`config.mk`:
```
export PLATFORM = sky130hd
export DESIGN_NAME = reset_sequencer
export DESIGN_NICKNAME = d
export VERILOG_FILES = /design/src/rtl/reset_seq_pkg.sv /design/src/rtl/reset_debounce.sv /design/src/rtl/reset_sequencer.sv
export SDC_FILE = /design/constraint.sdc
export NUM_CORES = 1
export LEC_CHECK = 0
export ABC_AREA = 1
export CAP_MARGIN = 20
export CORE_MARGIN = 2
export CORE_UTILIZATION = 55
export CTS_CLUSTER_SIZE = 12
export DETAILED_ROUTE_END_ITERATION = 6
export PLACE_DENSITY = 0.77
export SYNTH_ARGS = -nofsm -noshare
export SYNTH_HDL_FRONTEND = slang
export SYNTH_SLANG_ARGS = --single-unit
```
`constraint.sdc`:
```
create_clock -name clk -period 3 [get_ports clk]
set_clock_uncertainty 0.15 [all_clocks]
set_input_delay 0.3 -clock clk [delete_from_list [all_inputs] [get_ports clk]]
set_output_delay 0.3 -clock clk [all_outputs]
set_load 0.02 [all_outputs]
```
`src/rtl/reset_seq_pkg.sv`:
```
// Shared types and helpers for the staged board reset sequencer.
// The optional long-press reconfigure feature is selected with the
// RESET_SEQ_LONGPRESS_EN macro in reset_sequencer.sv.
package reset_seq_pkg;

    typedef enum logic [1:0] {
        HOLD    = 2'd0,
        RELEASE = 2'd1,
        RUN     = 2'd2
    } seq_state_t;

    localparam logic [1:0] CAUSE_EXT = 2'd0;
    localparam logic [1:0] CAUSE_PLL = 2'd1;
    localparam logic [1:0] CAUSE_BTN = 2'd2;
    localparam logic [1:0] CAUSE_SW  = 2'd3;

    // Priority encode simultaneous causes: PLL loss beats button beats software.
    function automatic logic [1:0] cause_encode(input logic pll_lost,
                                                input logic btn,
                                                input logic sw);
        logic [1:0] code;
        if (pll_lost) begin
            code = CAUSE_PLL;
        end else if (btn) begin
            code = CAUSE_BTN;
        end else if (sw) begin
            code = CAUSE_SW;
        end else begin
            code = CAUSE_EXT;
        end
        return code;
    endfunction

endpackage

```
`src/rtl/reset_debounce.sv`:
```
// Two-flop synchroniser followed by a stability-count debouncer.
// The debounced output only changes after the synchronised input has
// differed from it for DEBOUNCE_CYCLES consecutive cycles.
module reset_debounce
    import reset_seq_pkg::*;
#(
    parameter int unsigned DEBOUNCE_CYCLES = 65535
) (
    input  logic clk,
    input  logic n_reset,
    input  logic din,
    output logic dout
);

    localparam int unsigned CNT_W = $clog2(DEBOUNCE_CYCLES) + 1;
    localparam logic [CNT_W-1:0] CNT_LAST = CNT_W'(DEBOUNCE_CYCLES);

    logic             sync1_r;
    logic             sync2_r;
    logic             db_r;
    logic [CNT_W-1:0] cnt_r;
    logic [CNT_W-1:0] cnt_next_s;

    assign cnt_next_s = cnt_r + CNT_W'(1);
    assign dout       = db_r;

    // Bring the asynchronous input into the clk domain.
    always_ff @(posedge clk or negedge n_reset) begin
        if (!n_reset) begin
            sync1_r <= 1'b0;
            sync2_r <= 1'b0;
        end else begin
            sync1_r <= din;
            sync2_r <= sync1_r;
        end
    end

    // Count while the input disagrees with the accepted value; flip once stable long enough.
    always_ff @(posedge clk or negedge n_reset) begin
        if (!n_reset) begin
            cnt_r <= '0;
            db_r  <= 1'b0;
        end else if (sync2_r != db_r) begin
            if (cnt_next_s == CNT_LAST) begin
                cnt_r <= '0;
                db_r  <= sync2_r;
            end else begin
                cnt_r <= cnt_next_s;
                db_r  <= db_r;
            end
        end else begin
            cnt_r <= '0;
            db_r  <= db_r;
        end
    end

endmodule

```
`src/rtl/reset_sequencer.sv`:
```
// Staged board reset sequencer: merges PLL loss, debounced button and
// software request into one hold period, then releases nreset_out bit by
// bit (bit 0 first). Defining RESET_SEQ_LONGPRESS_EN adds a one-cycle
// reconfigure pulse after a long debounced button press.
module reset_sequencer
    import reset_seq_pkg::*;
#(
    parameter int unsigned STAGES           = 3,
    parameter int unsigned RESET_CYCLES     = 131071,
    parameter int unsigned STAGE_GAP        = 1024,
    parameter int unsigned DEBOUNCE_CYCLES  = 65535,
    parameter int unsigned LONGPRESS_CYCLES = 33554431
) (
    input  logic              clk,
    input  logic              n_reset,
    input  logic              pll_locked,
    input  logic              button,
    input  logic              sw_reset_req,
    output logic [STAGES-1:0] nreset_out,
    output logic [1:0]        reset_cause,
    output logic              reconfigure
);

    localparam int unsigned HOLD_W = $clog2(RESET_CYCLES) + 1;
    localparam int unsigned GAP_W  = $clog2(STAGE_GAP) + 1;
    localparam logic [HOLD_W-1:0] HOLD_LAST = HOLD_W'(RESET_CYCLES - 1);
    localparam logic [GAP_W-1:0]  GAP_LAST  = GAP_W'(STAGE_GAP - 1);
    // First-stage pattern; with a single stage it is already the full mask.
    localparam logic [STAGES-1:0] STAGE_ONE = STAGES'(1'b1);

    seq_state_t        state_r;
    logic [HOLD_W-1:0] hold_cnt_r;
    logic [GAP_W-1:0]  gap_cnt_r;
    logic [STAGES-1:0] nreset_out_r;
    logic [1:0]        reset_cause_r;
    logic              pll_sync1_r;
    logic              pll_sync2_r;
    logic              btn_db_s;
    logic              cause_active_s;
    logic [STAGES-1:0] release_next_s;

    assign nreset_out     = nreset_out_r;
    assign reset_cause    = reset_cause_r;
    assign cause_active_s = !pll_sync2_r || btn_db_s || sw_reset_req;
    assign release_next_s = (nreset_out_r << 1'b1) | STAGE_ONE;

    reset_debounce #(
        .DEBOUNCE_CYCLES(DEBOUNCE_CYCLES)
    ) u_btn_debounce (
        .clk    (clk),
        .n_reset(n_reset),
        .din    (button),
        .dout   (btn_db_s)
    );

    // Synchronise the asynchronous PLL lock indication.
    always_ff @(posedge clk or negedge n_reset) begin
        if (!n_reset) begin
            pll_sync1_r <= 1'b0;
            pll_sync2_r <= 1'b0;
        end else begin
            pll_sync1_r <= pll_locked;
            pll_sync2_r <= pll_sync1_r;
        end
    end

    // Hold / staged-release / run state machine with registered outputs.
    always_ff @(posedge clk or negedge n_reset) begin
        if (!n_reset) begin
            state_r       <= HOLD;
            hold_cnt_r    <= '0;
            gap_cnt_r     <= '0;
            nreset_out_r  <= '0;
            reset_cause_r <= CAUSE_EXT;
        end else begin
            case (state_r)
                HOLD: begin
                    gap_cnt_r <= '0;
                    if (cause_active_s) begin
                        hold_cnt_r <= '0;
                    end else if (hold_cnt_r == HOLD_LAST) begin
                        hold_cnt_r   <= '0;
                        nreset_out_r <= STAGE_ONE;
                        state_r      <= STAGE_ONE[STAGES-1] ? RUN : RELEASE;
                    end else begin
                        hold_cnt_r <= hold_cnt_r + HOLD_W'(1);
                    end
                end
                RELEASE: begin
                    if (cause_active_s) begin
                        state_r       <= HOLD;
                        hold_cnt_r    <= '0;
                        gap_cnt_r     <= '0;
                        nreset_out_r  <= '0;
                        reset_cause_r <= cause_encode(!pll_sync2_r, btn_db_s, sw_reset_req);
                    end else if (gap_cnt_r == GAP_LAST) begin
                        gap_cnt_r    <= '0;
                        nreset_out_r <= release_next_s;
                        state_r      <= release_next_s[STAGES-1] ? RUN : RELEASE;
                    end else begin
                        gap_cnt_r <= gap_cnt_r + GAP_W'(1);
                    end
                end
                RUN: begin
                    if (cause_active_s) begin
                        state_r       <= HOLD;
                        hold_cnt_r    <= '0;
                        gap_cnt_r     <= '0;
                        nreset_out_r  <= '0;
                        reset_cause_r <= cause_encode(!pll_sync2_r, btn_db_s, sw_reset_req);
                    end else begin
                        nreset_out_r <= '1;
                    end
                end
                default: begin
                    state_r      <= HOLD;
                    hold_cnt_r   <= '0;
                    gap_cnt_r    <= '0;
                    nreset_out_r <= '0;
                end
            endcase
        end
    end

`ifdef RESET_SEQ_LONGPRESS_EN
    localparam int unsigned PRESS_W = $clog2(LONGPRESS_CYCLES) + 1;
    localparam logic [PRESS_W-1:0] PRESS_LAST = PRESS_W'(LONGPRESS_CYCLES);

    logic [PRESS_W-1:0] press_cnt_r;
    logic               reconfigure_r;

    assign reconfigure = reconfigure_r;

    // Time the debounced press; pulse once as the count reaches its saturation value.
    always_ff @(posedge clk or negedge n_reset) begin
        if (!n_reset) begin
            press_cnt_r   <= '0;
            reconfigure_r <= 1'b0;
        end else if (!btn_db_s) begin
            press_cnt_r   <= '0;
            reconfigure_r <= 1'b0;
        end else if (press_cnt_r != PRESS_LAST) begin
            press_cnt_r   <= press_cnt_r + PRESS_W'(1);
            reconfigure_r <= (press_cnt_r == PRESS_LAST - PRESS_W'(1));
        end else begin
            press_cnt_r   <= press_cnt_r;
            reconfigure_r <= 1'b0;
        end
    end
`else
    assign reconfigure = 1'b0;
`endif

endmodule

```
==> impl_results.md <==
- Status: finished, final reports clean
- Final worst-path cycle share: 75.3%
- CTS Buf Count: 9
- Ranking of synthesized cells by area: dfrtp_1 44%, nand2_1 15%, nor2_1 7.6%, inv_1 7.3%, nand3_1 3.9%
- Vias in the first global route: 2,639
- Crit path kind: flip-flop to flip-flop
- CTS H-Tree Depth: 3
- Clock latency on the worst-skew pair: 340 ps
- Worst Path Required: 3070 ps
- Peak VDD IR: 0.000380 V
- DP Cell Count: 535
- Post-route antenna net violation count: 0
- Post-layout util: 62.9%
- Sequential share of the synthesized area: 43.9%
- Clock slew at reported path FFs: 70 ps
- Worst path max stage delay: 430 ps
- Root Driver: clkbuf_8
- Via density: 5.09
- Number of synthesized register bits: 58
- Die Ht: 81.6 µm
- Netlist cell types: 30
- First-pass GRT wire length: 11.6 mm
- Synth top area share: 43.9%
- Worst hold path class: flip-flop to flip-flop
- Fin worst setup slack: 740 ps
- Routed WL per cell: 11.6 µm
- Clock Path Buffers: 2
- FF+latch area: 1450 µm²
- IO Port Bufs: 9
- Routed wire length: 6.43 mm
- Internal power: 1.21 mW
- Detailed-route via count: 2,809
- # DRC: 0
- Yosys Warn Count: 0
- CP max-delay cell: dfrtp_1
- Starting DRT DRC Count: 186
- Critical path peak fanout: 6
- Most common cell after layout, fill and taps aside: nand2_1
- Commonest non-fill, non-tap cells in the layout: 134 x nand2_1, 67 x nor2_1, 64 x inv_1
- RSZ-0062 raised after global routing: no
- Clock network fraction of total power: 46.5%
- Layout Nets: 486
- Hold Fails Final Rpt: 0
- Area delta synth->final: 11.2%
- Layout Cells excl Fill: 552
- Share of cells above drive strength 1: 7.13%
- GR Util All Layers: 22.7%
- CP Capture Type: flip-flop
- Final min period: 2260 ps
- Pwr Total: 1.58 mW
- Worst EP arrival: 2330 ps
- Multi-input combinational cell area: 1590 µm²
- Grt ovf: 0
- Initial antenna violation count: 0
- Post-Syn Area per Cell: 7.31 µm²
- Flop-to-flop setup slack: 740 ps
- Power per cell area: 430 nW/µm²
- Setup Fix Bufs, Post-CTS: 0
- I/O pin count: 11
- Max-slew violation count: 0
- Sw Ratio: 23.6%
- Post-Syn Area: 3310 µm²
- # fillers: 515
- Setup TNS: 0 ps
- Final setup violation count: 0
- Std cell rows: 28
- # clock sinks: 58
- Initial Util: 56.6%
- Hpwl dp: 4.67 mm
- CP Launch Type: flip-flop
- Cell leakage power: 1.70 nW
- CTS hold repair buffers: 1
- Setup slack after placement: 766 ps
- Maxcap violations: 0
- Top cell type by total area after synthesis: dfrtp_1
- Post-cts sizing count: 0
- Core area: 5850 µm²
- Logic gate share of total power: 3.2%
- # diodes: 0
- Critical Path, Cell by Cell: inv_1 -> ha_1 -> nand2_1 -> nand3_1 -> nor2_1 -> nand2_1 -> nor2_1 -> nand3_1 -> nand2_1 -> nor2_1
- GPL Wtd Cong: 0.877
- DIE WIDTH: 81.6 µm
- Drt pass-1 iters: 4
- Sw Pwr: 373 µW
- Die area: 6650 µm²
- F_max: 0.442 GHz
- Register share of total power: 50.3%
- Mapped Cells: 453
- Syn nets: 467
- Largest net degree at the start of global routing: 38
- CTS tree: built
## power groups by stage
| stage | Clock, mW | Combinational [mW] | Sequential (mW) |
|---|---|---|---|
| 2_1_floorplan | 0 | 0.0258 | 0.809 |
| 3_3_place_gp | 0 | 0.0496 | 0.810 |
| 3_5_place_dp | 0 | 0.0503 | 0.810 |
| 4_1_cts | 0.749 | 0.0516 | 0.795 |
| 5_1_grt | 0.781 | 0.0592 | 0.796 |
| 6_report | 0.736 | 0.0499 | 0.795 |
## synth_stat cells (all sizes together)
cell,count
xnor2,2
o21bai,2
o211ai,3
nand2,139
nor3b,1
nor2,76
or2,1
and3,2
o21a,1
dfrtp,58
nor4,1
buf,3
nand3,27
a211oi,1
nand3b,1
conb,1
o21ai,20
inv,64
xor2,5
ha,9
a21oi,10
a22o,1
nand4,17
nor3,8
## critical path, delay by kind of cell, from the launching register on
kind,cells,cell delay [ps]
and+or+nand+nor,8,1120
DFF,1,430
adders and majority gates,1,350
buffers and inverters,1,90
## final timing paths
path / start / end / cells after the start
min: pll_sync1_r / pll_sync2_r / 0
max in group asynchronous: n_reset / reset_cause[0] / 3
max reg2reg: state_r[0] / hold_cnt_r[17] / 10
min reg2reg: pll_sync1_r / pll_sync2_r / 0
min in group asynchronous: n_reset / gap_cnt_r[0] / 2
max: state_r[0] / hold_cnt_r[17] / 10
## per-layer routing
metal	wire length [µm]	up-vias	track usage [%]	part of all wire (%)
li1	-	1468	-	-
met1	3200	1280	31.3	50
met2	2910	54	35.4	45
met3	261	7	5.82	4.1
met4	61	0	6.67	0.95
met5	0	-	0	0
## state kept, by name (all words and copies together) (netlist names)
register                flops
u_btn_debounce.dout         1
u_btn_debounce.sync2_r      1
pll_sync1_r                 1
reset_cause                 2
state_r                     2
u_btn_debounce.cnt_r       17
u_btn_debounce.sync1_r      1
hold_cnt_r                 18
gap_cnt_r                  11
pll_sync2_r                 1
nreset_out                  3
## logic make-up (layout without fill, tap and decap cells)
logic type,Yosys count,after routing,synth area share [%]
flops,58,58,43.9
compound gates,38,38,6.39
simple gates,273,273,36.2
buf+inv,67,91,8.17
fa+ha+maj,9,9,3.40
other cells,1,1,0.113
xor+xnor,7,7,1.85
## through the flow
step | hold slack (ps) | cell area [µm²]
after global placement | 136 | 3470
after CTS | 205 | 3680
after detailed placement | 138 | 3470
after global routing | 218 | 3680
final | 206 | 3680
after floorplan | -146 | 3310
## area by class of cell
class | instances | area share [%]
Clock buffer | 10 | 3.74
Timing Repair Buffer | 11 | 2.79
Clock inverter | 6 | 1.80
Multi-Input combinational cell | 328 | 43.1
Inverter | 64 | 6.53
Tap cell | 75 | 2.55
Sequential cell | 58 | 39.4
Power figures use the tool's default switching activity.
